===== src/rtl/ym_dbg_capture.sv =====
// Serial-to-parallel capture for the tail of a shift-register debug readout chain.
// Optional trailing even-parity bit is enabled by defining DBG_CAPTURE_PARITY_EN.
module ym_dbg_capture #(
  parameter int unsigned DATA_WIDTH = 8,
  parameter bit          MSB_FIRST  = 1'b0
) (
  input  logic                  MCLK,
  input  logic                  reset,
  input  logic                  c1,
  input  logic                  start,
  input  logic                  sin,
  input  logic                  ack,
  output logic [DATA_WIDTH-1:0] data_out,
  output logic                  valid,
  output logic                  busy,
  output logic                  overrun,
  output logic                  parity_err
);

  localparam int unsigned CntW = $clog2(DATA_WIDTH + 2);
`ifdef DBG_CAPTURE_PARITY_EN
  localparam int unsigned FrameLen = DATA_WIDTH + 1;
`else
  localparam int unsigned FrameLen = DATA_WIDTH;
`endif
  localparam logic [CntW-1:0] LastCnt = CntW'(FrameLen - 1);
  localparam logic [CntW-1:0] CntOne  = CntW'(1);

  typedef enum logic [1:0] {StIdle, StShift, StDone} state_e;

  state_e                state_q, state_d;
  logic [CntW-1:0]       cnt_q, cnt_d;
  logic [DATA_WIDTH-1:0] sreg_q, sreg_d;
  logic [DATA_WIDTH-1:0] data_q, data_d;
  logic                  valid_q, valid_d;
  logic                  busy_q, busy_d;
  logic                  ovr_q, ovr_d;
  logic                  shifted_in;
`ifdef DBG_CAPTURE_PARITY_EN
  localparam logic [CntW-1:0] DataCnt = CntW'(DATA_WIDTH);
  logic par_q, par_d;
  logic perr_q, perr_d;
`endif

  always_comb begin
    state_d    = state_q;
    cnt_d      = cnt_q;
    sreg_d     = sreg_q;
    data_d     = data_q;
    valid_d    = valid_q;
    ovr_d      = ovr_q;
    shifted_in = 1'b0;
`ifdef DBG_CAPTURE_PARITY_EN
    par_d      = par_q;
    perr_d     = perr_q;
`endif

    if (valid_q && ack) begin
      valid_d = 1'b0;
      ovr_d   = 1'b0;
    end

    unique case (state_q)
      StIdle: begin
        if (c1 && start) begin
          state_d = StShift;
          cnt_d   = '0;
          sreg_d  = '0;
        end
      end
      StShift: begin
        if (c1 && start) begin
          // Chain reloaded itself: restart the frame from scratch.
          cnt_d  = '0;
          sreg_d = '0;
        end else if (c1) begin
`ifdef DBG_CAPTURE_PARITY_EN
          if (cnt_q < DataCnt) shifted_in = 1'b1;
          else                 par_d      = sin;
`else
          shifted_in = 1'b1;
`endif
          cnt_d = cnt_q + CntOne;
          if (cnt_q == LastCnt) state_d = StDone;
        end
        if (shifted_in) begin
          if (MSB_FIRST) begin
            sreg_d    = sreg_q << 1;
            sreg_d[0] = sin;
          end else begin
            sreg_d                 = sreg_q >> 1;
            sreg_d[DATA_WIDTH-1]   = sin;
          end
        end
      end
      StDone: begin
        if (!valid_q || ack) begin
          data_d  = sreg_q;
          valid_d = 1'b1;
`ifdef DBG_CAPTURE_PARITY_EN
          perr_d  = (^sreg_q) ^ par_q;
`endif
        end else begin
          ovr_d = 1'b1;
        end
        cnt_d   = '0;
        state_d = StIdle;
        if (c1 && start) begin
          state_d = StShift;
          sreg_d  = '0;
        end
      end
      default: state_d = StIdle;
    endcase

    busy_d = (state_d == StShift);
  end

  always_ff @(posedge MCLK or negedge reset) begin
    if (!reset) begin
      state_q <= StIdle;
      cnt_q   <= '0;
      sreg_q  <= '0;
      data_q  <= '0;
      valid_q <= 1'b0;
      busy_q  <= 1'b0;
      ovr_q   <= 1'b0;
`ifdef DBG_CAPTURE_PARITY_EN
      par_q   <= 1'b0;
      perr_q  <= 1'b0;
`endif
    end else begin
      state_q <= state_d;
      cnt_q   <= cnt_d;
      sreg_q  <= sreg_d;
      data_q  <= data_d;
      valid_q <= valid_d;
      busy_q  <= busy_d;
      ovr_q   <= ovr_d;
`ifdef DBG_CAPTURE_PARITY_EN
      par_q   <= par_d;
      perr_q  <= perr_d;
`endif
    end
  end

  assign data_out = data_q;
  assign valid    = valid_q;
  assign busy     = busy_q;
  assign overrun  = ovr_q;
`ifdef DBG_CAPTURE_PARITY_EN
  assign parity_err = perr_q;
`else
  assign parity_err = 1'b0;
`endif

endmodule


===== config.mk =====
export PLATFORM = sky130hd
export DESIGN_NAME = ym_dbg_capture
export DESIGN_NICKNAME = d
export VERILOG_FILES = /design/src/rtl/ym_dbg_capture.sv
export SDC_FILE = /design/constraint.sdc
export NUM_CORES = 1
export LEC_CHECK = 0
export CORE_ASPECT_RATIO = 0.6
export CORE_MARGIN = 2
export CORE_UTILIZATION = 35
export DETAILED_ROUTE_END_ITERATION = 10
export DONT_BUFFER_PORTS = 1
export SLEW_MARGIN = 0
export SYNTH_ARGS = -nofsm -noshare
export SYNTH_HDL_FRONTEND = slang
export SYNTH_SLANG_ARGS = --single-unit

===== constraint.sdc =====
create_clock -name MCLK -period 1.47 [get_ports MCLK]
set_input_delay 0.441 -clock MCLK [delete_from_list [all_inputs] [get_ports MCLK]]
set_output_delay 0.441 -clock MCLK [all_outputs]
set_load 0.005 [all_outputs]

==> metrics.md <==
| Metric | Value |
|---|---|
| Status | `completed` |
| Total CTS buffers | `3` |
| RSZ-0062 raised after global routing | `false` |
| Netlist cell types | `33` |
| Clk sink count | `25` |
| Die Y-Extent | `49.80 um` |
| Simple-Gate Fraction of Synth Area | `16.26%` |
| Ant. Diodes | `0` |
| MaxCap Viol Count | `0` |
| PwrDens | `964.1 nW/um^2` |
| Post-Syn Nets | `112` |
| Largest family of logic cells by synthesized area | `simple AND/OR/NAND/NOR gates` |
| WHS Path Cells | `1` |
| Vias in the first global route | `769` |
| Layout fillers | `325` |
| Register area | `625.6 um^2` |
| Synth top area cells | `dfrtp_1, mux2_2, a21oi_1, o2bb2ai_1, and2b_1` |
| Mux share of post-synthesis cell area | `9.918%` |
| Total track usage | `12.09%` |
| Clock root buffer | `clkbuf_8` |
| Dpl hpwl | `1526 um` |
| Period utilization | `89.07%` |
| DR vias/cell | `5.232` |
| Max Fclk | `763.8 MHz` |
| Die area | `4001 um^2` |
| Final core occ | `39.92%` |
| First-pass GRT wire length | `3643 um` |
| Initial Utilization | `37.05%` |
| Worst EP arrival | `1.47 ns` |
| Total power | `1.271 mW` |
| Synth Area in Compound Gates | `16.16%` |
| Reg2reg end | `data_out[5]` |
| Clock Skews | `0.004675 ns` |
| NumNets Final | `114` |
| Clock buffer depth | `2` |
| Synth Cell Area | `1224 um^2` |
| DRC Markers | `0` |
| Worst vdd ir | `0.3724 mV` |
| H-tree lvl count | `1` |
| Worst Setup End Kind | `flop` |
| ANT nets after route | `0` |
| TritonRoute pass-1 iters | `4` |
| RR Startpoint | `state_q[0]` |
| Final Wtd Congestion | `0.8233` |
| Crit path to | `data_out[5]` |
| Sequential share of the synthesized area | `51.12%` |
| Clock transition at path regs | `0.09 ns` |
| Post-synth ARST share | `100.0%` |
| CP max-delay cell | `dfrtp_1` |
| Hold Path Class | `in -> reg` |
| Final slew viol count | `0` |
| Mapped Avg Cell Area | `11.65 um^2` |
| FF-to-FF path depth | `3` |
| Leakage power total | `0.5898 nW` |
| Startpoint Class | `flop` |
| Yosys warnings | `0` |
| Count leader, synth | `dfrtp_1` |
| FF+latch count, synth | `25` |
| Core Area | `3303 um^2` |
| Post-Synth Adder-Cell Area | `1.022%` |
| # Post-CTS Setup Buffers | `0` |
| Setup crit start | `state_q[0]` |
| Area grow syn2layout | `7.771%` |
| Total Wirelength | `2171 um` |
| Endpoints failing hold | `0` |
| Reg2Reg Setup Slack | `0.16 ns` |
| Post-synthesis xor/xnor area fraction | `0%` |
| Post-synth top area cell | `dfrtp_1` |
| Required time worst endpoint | `1.63 ns` |
| Largest net degree at the start of global routing | `26` |
| Final worst path period need | `1.309 ns` |
| Worst-path fanout max | `8` |
| Mapped Cells | `105` |
| Multi-input gate area | `534.3 um^2` |
| CP peak stage delay | `0.45 ns` |
| # port buffers | `0` |
| Vias | `790` |
| Critical path class | `reg -> reg` |
| Yosys top cell area share | `51.12%` |
| Io pins | `18` |
| EDFF count, synth | `0` |
| Overflow after GRT | `0` |
| Die width | `80.34 um` |
| Final worst setup slack | `0.1607 ns` |
| Post-synth top flop | `dfrtp_1` |
| Synth top cells by count | `dfrtp_1, a21oi_1, mux2_2, o2bb2ai_1, and2b_1` |
| Min Hold Slack | `0.2489 ns` |
| CP cell instances | `and2b_2 -> nand2_4 -> mux2_2` |
| Pre-CTS WS | `0.1733 ns` |
| Fraction of layout cells with a size suffix above 1 | `20.75%` |
| Drt wl/cell | `14.38 um` |
| Final setup viols | `0` |
| Clock latency on the worst-skew pair | `0.27 ns` |
| Number of placement rows | `16` |
| Setup TNS | `0 ns` |
| Initial antenna violation count | `0` |
| DR iter-0 viols | `33` |
| CTS tree | `built` |
[report_power, final]
group,internal (mW),leakage (nW),switching (mW)
Clock,0.189,0.0255,0.212
Sequential,0.719,0.329,0.0372
Combinational,0.0576,0.235,0.0561
[state kept, by name, summed over array words and instances (netlist names)]
signal,count
cnt_q,4
valid,1
overrun,1
state_q,2
sreg_q,8
data_out,8
busy,1
[cells by family (layout without fill, tap and decap cells)]
family / count (synthesis) / count (layout)
adders and majority gates: 1 / 1
buffers and inverters: 9 / 10
and+or+nand+nor: 28 / 28
AOI/OAI and AO/OA: 30 / 30
muxes: 11 / 11
other: 1 / 1
DFF: 25 / 25
[cell usage in the layout, fill, tap and decap left out]
cell type,synthesis,layout
nor2_1,2,2
and2b_1,5,5
buf_12,0,1
clkinv_2,0,1
o21ai_0,4,4
mux2i_1,2,2
o2bb2ai_2,1,1
clkbuf_8,0,3
dfrtp_1,25,25
nor2b_1,4,4
a31oi_1,1,1
nand3_1,1,1
ha_1,1,1
inv_1,1,1
nor3b_1,1,1
nand2b_4,1,1
nor4_1,1,1
nand2b_1,3,3
and2b_2,1,1
nand2_1,2,2
mux2_2,9,9
and2_4,1,1
dlygate4sd3_1,0,1
nand2_4,1,1
o2bb2ai_1,7,7
nand3b_1,3,3
o31ai_1,2,2
conb_1,1,1
nor4bb_1,1,1
o211ai_1,2,2
and3b_1,1,1
buf_4,1,3
a21oi_1,13,13
[layout make-up]
| cell class | instances | share of cell area, % |
|---|---|---|
| Inverter | 1 | 0.2846 |
| Clock inverter | 1 | 0.3795 |
| Sequential cell | 25 | 47.44 |
| Multi-Input combinational cell | 71 | 40.51 |
| Clock buffer | 3 | 3.131 |
| Timing Repair Buffer | 5 | 3.985 |
| Tap cell | 45 | 4.269 |
[per-stage QoR]
stage,instances,cell area [um^2]
after CTS,151,1319
after floorplan,105,1224
after global placement,145,1242
after detailed placement,145,1242
after global routing,151,1319
final,151,1319
[how the worst min path moves through the flow]
stage | start | end | slack (ns)
global placement | reset | data_out[2] | 0.15
CTS | start | state_q[1] | 0.23
detailed placement | reset | data_out[2] | 0.15
floorplan | reset | busy | 0.15
global route | start | sreg_q[1] | 0.23
finish | start | sreg_q[6] | 0.25
[timing repair]
item / CTS / global route
hold endpoints to repair: 25 / 0
gates resized for setup: 0 / 0
hold buffers: 2 / 0
[routing by layer]
layer / track usage (%) / up-vias / wire (um)
met5: 0 / - / 0
met4: 2.542 / 0 / 13
met3: 6.593 / 2 / 177
met2: 18.06 / 25 / 911
met1: 15.49 / 389 / 1068
li1: - / 374 / -
[worst max-delay path, delay by kind of cell (launching register included)]
kind | cells | cell delay, ns
AND/OR/NAND/NOR | 2 | 0.40
flip-flops | 1 | 0.45
multiplexers | 1 | 0.34
No activity file was read; power rests on OpenSTA's default activity.
